$ cat src/rtl/mem_access_unit_pkg.sv
// Shared types and defaults for the CPU-side memory access unit.
package mem_access_unit_pkg;

    // Transaction sequencer states; encodings are shared with the RAM side.
    typedef enum logic [1:0] {
        ST_IDLE = 2'd0,
        ST_RD   = 2'd1,
        ST_WR   = 2'd2
    } mau_state_e;

    localparam int ADDR_W_DEF = 9;
    localparam int DATA_W_DEF = 32;

endpackage : mem_access_unit_pkg

$ cat src/rtl/mem_access_unit.sv
// MAR/MDR holder that sequences one-shot read and write transactions to a
// synchronous RAM and reports completion (done) or rejected requests (req_err).
module mem_access_unit
    import mem_access_unit_pkg::*;
#(
    parameter int ADDR_W       = ADDR_W_DEF,
    parameter int DATA_W       = DATA_W_DEF,
    parameter int READ_LATENCY = 1
) (
    input  logic              clk,
    input  logic              clear_n,
    input  logic [DATA_W-1:0] bus_in,
    input  logic              mar_in,
    input  logic              mdr_in,
    input  logic              mem_read,
    input  logic              mem_write,
    output logic [DATA_W-1:0] mdr_q,
    output logic [ADDR_W-1:0] mar_q,
    output logic              busy,
    output logic              done,
    output logic              req_err,
    output logic [ADDR_W-1:0] ram_addr,
    output logic              ram_read,
    output logic              ram_write,
    output logic [DATA_W-1:0] ram_wdata,
    input  logic [DATA_W-1:0] ram_rdata
);

    localparam int LCNT_W = $clog2(READ_LATENCY + 1);
    localparam logic [LCNT_W-1:0] LCNT_INIT = LCNT_W'(READ_LATENCY - 1);

    mau_state_e        state_q,     state_d;
    logic [ADDR_W-1:0] mar_d;
    logic [DATA_W-1:0] mdr_d;
    logic [LCNT_W-1:0] lat_cnt_q,   lat_cnt_d;
    logic              ram_read_q,  ram_read_d;
    logic              ram_write_q, ram_write_d;
    logic              busy_q,      busy_d;
    logic              done_q,      done_d;
    logic              req_err_q,   req_err_d;
    logic              any_req_s;

    // Any control input asserted; used to flag requests arriving while busy.
    assign any_req_s = mar_in | mdr_in | mem_read | mem_write;

    // Next-state logic: FSM, MAR/MDR loads and read-latency countdown.
    always_comb begin
        state_d     = state_q;
        mar_d       = mar_q;
        mdr_d       = mdr_q;
        lat_cnt_d   = lat_cnt_q;
        ram_read_d  = ram_read_q;
        ram_write_d = ram_write_q;
        busy_d      = busy_q;
        done_d      = 1'b0;
        req_err_d   = 1'b0;
        case (state_q)
            ST_IDLE: begin
                // Loads take effect on the same edge a request is accepted,
                // so the RAM sees the freshly loaded MAR/MDR on the strobe.
                if (mar_in) begin
                    mar_d = bus_in[ADDR_W-1:0];
                end else begin
                    mar_d = mar_q;
                end
                if (mdr_in) begin
                    mdr_d = bus_in;
                end else begin
                    mdr_d = mdr_q;
                end
                if (mem_read && mem_write) begin
                    req_err_d = 1'b1;
                end else if (mem_read) begin
                    state_d    = ST_RD;
                    ram_read_d = 1'b1;
                    busy_d     = 1'b1;
                    lat_cnt_d  = LCNT_INIT;
                end else if (mem_write) begin
                    state_d     = ST_WR;
                    ram_write_d = 1'b1;
                    busy_d      = 1'b1;
                end else begin
                    state_d = ST_IDLE;
                end
            end
            ST_RD: begin
                req_err_d = any_req_s;
                if (ram_read_q) begin
                    // Strobe phase: hold ram_read for READ_LATENCY cycles.
                    if (lat_cnt_q != LCNT_W'(0)) begin
                        lat_cnt_d = lat_cnt_q - LCNT_W'(1);
                    end else begin
                        ram_read_d = 1'b0;
                    end
                end else begin
                    // Capture phase: RAM output is registered and valid now.
                    mdr_d   = ram_rdata;
                    done_d  = 1'b1;
                    busy_d  = 1'b0;
                    state_d = ST_IDLE;
                end
            end
            ST_WR: begin
                req_err_d   = any_req_s;
                ram_write_d = 1'b0;
                done_d      = 1'b1;
                busy_d      = 1'b0;
                state_d     = ST_IDLE;
            end
            default: begin
                state_d     = ST_IDLE;
                ram_read_d  = 1'b0;
                ram_write_d = 1'b0;
                busy_d      = 1'b0;
                lat_cnt_d   = LCNT_W'(0);
            end
        endcase
    end

    // State and output registers; reset aborts any transaction in flight.
    always_ff @(posedge clk or negedge clear_n) begin
        if (!clear_n) begin
            state_q     <= ST_IDLE;
            mar_q       <= {ADDR_W{1'b0}};
            mdr_q       <= {DATA_W{1'b0}};
            lat_cnt_q   <= {LCNT_W{1'b0}};
            ram_read_q  <= 1'b0;
            ram_write_q <= 1'b0;
            busy_q      <= 1'b0;
            done_q      <= 1'b0;
            req_err_q   <= 1'b0;
        end else begin
            state_q     <= state_d;
            mar_q       <= mar_d;
            mdr_q       <= mdr_d;
            lat_cnt_q   <= lat_cnt_d;
            ram_read_q  <= ram_read_d;
            ram_write_q <= ram_write_d;
            busy_q      <= busy_d;
            done_q      <= done_d;
            req_err_q   <= req_err_d;
        end
    end

    assign ram_read  = ram_read_q;
    assign ram_write = ram_write_q;
    assign busy      = busy_q;
    assign done      = done_q;
    assign req_err   = req_err_q;
    assign ram_addr  = mar_q;
    assign ram_wdata = mdr_q;

endmodule : mem_access_unit

$ cat config.mk
export PLATFORM = sky130hd
export DESIGN_NAME = mem_access_unit
export DESIGN_NICKNAME = d
export VERILOG_FILES = /design/src/rtl/mem_access_unit_pkg.sv /design/src/rtl/mem_access_unit.sv
export SDC_FILE = /design/constraint.sdc
export NUM_CORES = 1
export LEC_CHECK = 0
export CAP_MARGIN = 0
export CORE_AREA = 3 3 92 94
export DETAILED_ROUTE_END_ITERATION = 10
export DIE_AREA = 0 0 95 97
export PLACE_DENSITY = 0.73
export SLEW_MARGIN = 20
export SYNTH_ARGS = -nofsm -noshare
export SYNTH_HDL_FRONTEND = slang
export SYNTH_SLANG_ARGS = --single-unit
$ cat constraint.sdc
create_clock -name clk -period 1.6 [get_ports clk]
set_input_delay 0.24 -clock clk [delete_from_list [all_inputs] [get_ports clk]]
set_output_delay 0.24 -clock clk [all_outputs]
set_load 0.1 [all_outputs]
* After elaboration in Yosys (flattened, before gate mapping)
Index checks and enable logic that the tools add are counted.
** Word-level totals
- Register bits :: 49
- Latch bits :: 0
- Bits in writable memories :: 0
- Bits in read-only memories :: 0
- Input bits :: 70
- Output and inout port bits :: 87
- Logic and storage cells :: 66
- Memories kept :: 0
** Cells by class
- $add $sub $neg :: 1
- Multiply operators :: 0
- Div/mod/pow operators :: 0
- $lt $le $gt $ge :: 0
- Eq/ne operators :: 10
- Shift-type cells :: 0
- Multiplexer cells :: 30
- Bitwise logic cells :: 5
- Reductions and logical operators :: 11
** Operator list (count)
- 32-bit two-way mux :: 2
- 32-bit one-hot mux with 2 select lines :: 1
- 1-bit two-way mux :: 16
- 2-bit != test (second input constant) :: 7
- 3-bit AND reduction :: 3
- 2-bit two-way mux :: 4
- 1-bit one-hot mux with 2 select lines :: 4
- 4-bit AND reduction :: 2
- 1-bit one-hot mux with 3 select lines :: 2
- 2-bit one-hot mux with 2 select lines :: 1
- 2-bit AND reduction :: 2
- 3-bit != test (second input constant) :: 1
- 1-bit bitwise OR :: 3
- 2-bit by 1-bit == test with 1-bit output (second input constant) :: 1
- 2-bit == test (second input constant) :: 1
- 2-bit zero test :: 1
- 1-bit NOT :: 2
- 2-bit nonzero test :: 1
- 2-bit OR reduction :: 1
- 1-bit logical AND :: 1
- 1-bit subtractor (second input constant) :: 1

* Depth between registers and ports, before layout
- Depth in word-level cells :: 4
- Gate-level depth with buffers :: 7
- Depth with buffers taken out :: 5

* Worst setup path after synthesis
No wires, ideal clock.
- Path type :: reg-to-reg
- Start :: reg ram_read_q, in the netlist ram_read
- End :: reg mdr_q[8]
- Library setup time :: 0.128 ns
- Arrival :: 1.734 ns
- Data required time :: 1.472 ns
- Path slack :: -0.262 ns
- Stages on the path, launching flop included :: 4
- Path buffers :: 1
- Clock period less this slack :: 1.862 ns
- Cell sequence :: dfrtp_1 a21oi_2 buf_6 mux2_1
** On the way
- Word-level cells in the longest chain between the ends :: 2
** Ends and longest elaborated chain
- start, declared :: line mem_access_unit.sv:36 : logic ram_read_q, ram_read_d;
- start signal, assigned :: line mem_access_unit.sv:137 : ram_read_q <= ram_read_d;
- 2-bit != test (no source line)
- 3-bit AND reduction (no source line)
- end signal, assigned :: line mem_access_unit.sv:125 : mdr_q <= {DATA_W{1'b0}};
- end signal, assigned :: line mem_access_unit.sv:135 : mdr_q <= mdr_d;
- end, declared :: line mem_access_unit.sv:17 : output logic [DATA_W-1:0] mdr_q,
Every way passes these cells.
A chain may end at the register's enable or synchronous reset.

* Worst setup path in the final report
- Start :: reg state_q[0]
- End :: reg mdr_q[26]
** On the way
- Word-level cells in the longest chain between the ends :: 3
- Elaborated cells on any way between the ends :: 7
- Classes of those cells :: eq/ne: 3; mux: 1; reduce/logical: 3
** Ends and longest elaborated chain
- start, declared :: line mem_access_unit.sv:32 : mau_state_e state_q, state_d;
- start signal, assigned :: line mem_access_unit.sv:133 : state_q <= state_d;
- 2-bit by 1-bit == test with 1-bit output / 2-bit zero test (equally long branches) :: line mem_access_unit.sv:57 : case (state_q)
- 2-bit != test (no source line) / 2-bit nonzero test (equally long branches)
- 3-bit AND reduction (no source line)
Parallel ways exist; a longest one is shown, timed or not.

==> impl_results.md <==
- Post-Syn Area: roughly 0.0026 mm2
- Skew-Pair Late Insertion Delay: about 290 ps
- Hold WS: between 400 and 500 ps
- R2r setup slk: -70 ps
- Failing checks: setup timing
- Global route overflow: 0
- Total CTS buffers: 5
- Worst setup EP type: flop
- FF-to-FF path depth: 5
- Port-buffer cells: around 160
- RSZ-0062 raised after global routing: true
- Initial antenna violation count: 0
- DRT iter0 DRCs: 34
- Syn_nets: 275
- DRT Pass-1 Iters: 3
- Worst min-delay path category: in -> async
- Area grow syn2layout: 97.5%
- Max-Cap Viols: 0
- Rel. slew slack: between 70% and 80%
- Final #Nets: between 400 and 500
- Min cycle time layout: ~1700 ps
- # rows: 32
- Setup ws final: -73.1 ps
- Total number of vias: roughly 2000
- Post-Place Cells: around 430
- Fin crit share: 105%
- Ordered list of cells on the worst path: ha_4 > buf_12 > a21oi_4 > buf_12 > mux2_2
- Initial Util: between 30% and 40%
- CTS tree: done
- Flops & latches, synth: 48
- Clock Sinks: 48
- Crit path launch type: flop
- Delay-heaviest family, CP: flip-flops
- R2R Path End: mdr_q[26]
- H-tree depth: 2
- Clock buffer depth: 2
- First-pass GRT wire length: 12100 um
- Crit path depth: 5
- ANT cells: 0
- Max Clk Rate: ~600 MHz
- DIE WIDTH: roughly 95 um
- Clk slew on worst S/H paths: roughly 90 ps
- Final max-slew violation count: 0
- Drt total wl: around 7500 um
- Final Setup Violations: 25
- Fillers: around 570
- WL/cell: 17.1 um
- Clk_skew: between 4 and 5 ps
- Slowest stage delay, CP: 460 ps
- Slew @ Worst Pin: approximately 360 ps
- Total Routing Usage GR: 16.6%
- Die ar.: between 0.009 and 0.01 mm2
- Most frequent cells in the layout: 91 x buf_12, 68 x clkdlybuf4s50_1, 64 x mux2_2, 46 x dfrtp_1, 12 x buf_4
- Outcome: finished with violations
- Share of cells above drive strength 1: 58.1%
- I/O pins: roughly 160
- Worst Setup SP: state_q[0]
- Core area: around 0.0077 mm2
- Post-synthesis sequential area ratio: a little under half
- WS Path Type: reg -> reg
- Vias in the first global route: ~2400
- Largest net degree at the start of global routing: 29
- Crit path max fanout: 25
- Mapped Cells: about 200
- Unique masters post-synth: 20
- Mean cell area of the mapped netlist: around 13 um2
- DRC viols: 0
- Most common cell after layout, fill and taps aside: buf_12
- Worst Setup EP: mdr_q[26]
- Bufs and invs on worst path: 2
- Crit-path slowest cell: dfrtp_2
- Routed Antenna Nets: 0
- HPWL after DPL: ~5900 um
- Ys Warns: 0
- Finished Layout Cells: between 400 and 500
- Vias per Instance: roughly 4.5
- Root Driver: clkbuf_8
- R2r startpoint: state_q[0]
- WP data required: 1780 ps
- Final Hold Fails: 0
- GP Congestion: just under 0.8
- DIE HEIGHT: just under 100 um
- Worst EP arrival: around 1900 ps
- Most frequent CP cell: buf_12
-- per-layer routing --
metal	global-route usage [%]	vias up	share of wire, %	wire [um]
li1	-	915	-	-
met1	18.4	977	36	2650
met2	30.6	83	55	4130
met3	5.05	6	8.2	610
met4	3.66	0	0.79	59
met5	0	-	0	0
-- synth_stat cells --
| cell type | instances | area share, % |
|---|---|---|
| a21oi_1 | 7 | 1.3 |
| o22a_1 | 2 | 0.67 |
| nand3_1 | 1 | 0.19 |
| o21a_1 | 1 | 0.29 |
| xor2_1 | 1 | 0.34 |
| buf_4 | 43 | 12 |
| ha_1 | 4 | 1.9 |
| clkbuf_1 | 2 | 0.29 |
| a21oi_2 | 1 | 0.34 |
| mux2_2 | 72 | 31 |
| buf_6 | 4 | 1.7 |
| dfrtp_1 | 48 | 46 |
| nor2_1 | 3 | 0.43 |
| inv_1 | 2 | 0.29 |
| nor2b_1 | 1 | 0.24 |
| mux2_1 | 1 | 0.43 |
| mux2i_1 | 1 | 0.38 |
| o41ai_1 | 1 | 0.34 |
| nand2_1 | 4 | 0.58 |
| nor3b_1 | 2 | 0.58 |
-- final cells by class --
type	instances	area (um2)	area share, %
Tap cell	102	128	2.48
Clock inverter	2	13.8	0.268
Multi-Input combinational cell	102	1090	21.2
Timing Repair Buffer	174	2620	50.9
Sequential cell	48	1200	23.4
Inverter	2	7.51	0.146
Clock buffer	6	82.6	1.61
-- worst min-delay path, stage by stage --
cell           delay, ps
dlygate4sd3_1        520
buf_2                110
buf_4                260
-- through the flow --
| stage | utilization [%] | instance area [um2] | setup TNS, ps | setup slack, ps |
|---|---|---|---|---|
| 2_1_floorplan | - | 2620 | -3350 | -112 |
| 3_3_place_gp | 64.0 | 4950 | -2220 | -78.7 |
| 3_5_place_dp | 64.0 | 4950 | -2650 | -99.2 |
| 4_1_cts | 66.7 | 5160 | -1970 | -88.3 |
| 5_1_grt | 66.6 | 5140 | -3700 | -142 |
| 6_report | 66.6 | 5140 | -1550 | -73.1 |
-- cell families (layout without fill, tap and decap cells) --
logic type / Yosys count / count (layout) / synth area share, %
flip-flops: 48 / 48 / 46.1
AND/OR/NAND/NOR: 11 / 11 / 2.02
buffers and inverters: 51 / 184 / 14.7
adder cells (fa/ha/maj): 4 / 4 / 1.92
multiplexers: 74 / 74 / 31.9
AO/OA/AOI/OAI: 12 / 12 / 2.98
XOR/XNOR: 1 / 1 / 0.336
-- how the worst min path moves through the flow --
| stage | startpoint | endpoint | slack, ps | cells past startpoint |
|---|---|---|---|---|
| 3_3_place_gp | clear_n | done | 230 | 2 |
| 5_1_grt | clear_n | mdr_q[17] | 480 | 3 |
| 4_1_cts | clear_n | mdr_q[17] | 460 | 3 |
| 2_1_floorplan | clear_n | busy | -60 | 0 |
| 3_5_place_dp | clear_n | req_err | 240 | 2 |
| 6_report | clear_n | busy | 450 | 3 |
-- what timing repair did --
action / 4_1_cts / 5_1_grt
setup endpoints to repair: 32 / 32
gates resized for setup: 15 / 2
pin swaps: 0 / 0
setup buffers: 1 / 1
hold endpoints to repair: 48 / 0
cloned: 1 / 0
hold buffers: 1 / 0
-- flip-flops by register name, indices dropped and copies added, names as in the netlist --
signal and flops:
state_q 2, busy 1, mdr_q 32, req_err 1, done 1, ram_read 1
mar_q 9, ram_write 1
Power is not shown: default switching activity piles up to over one toggle a cycle in this logic, so the estimate is an artifact.
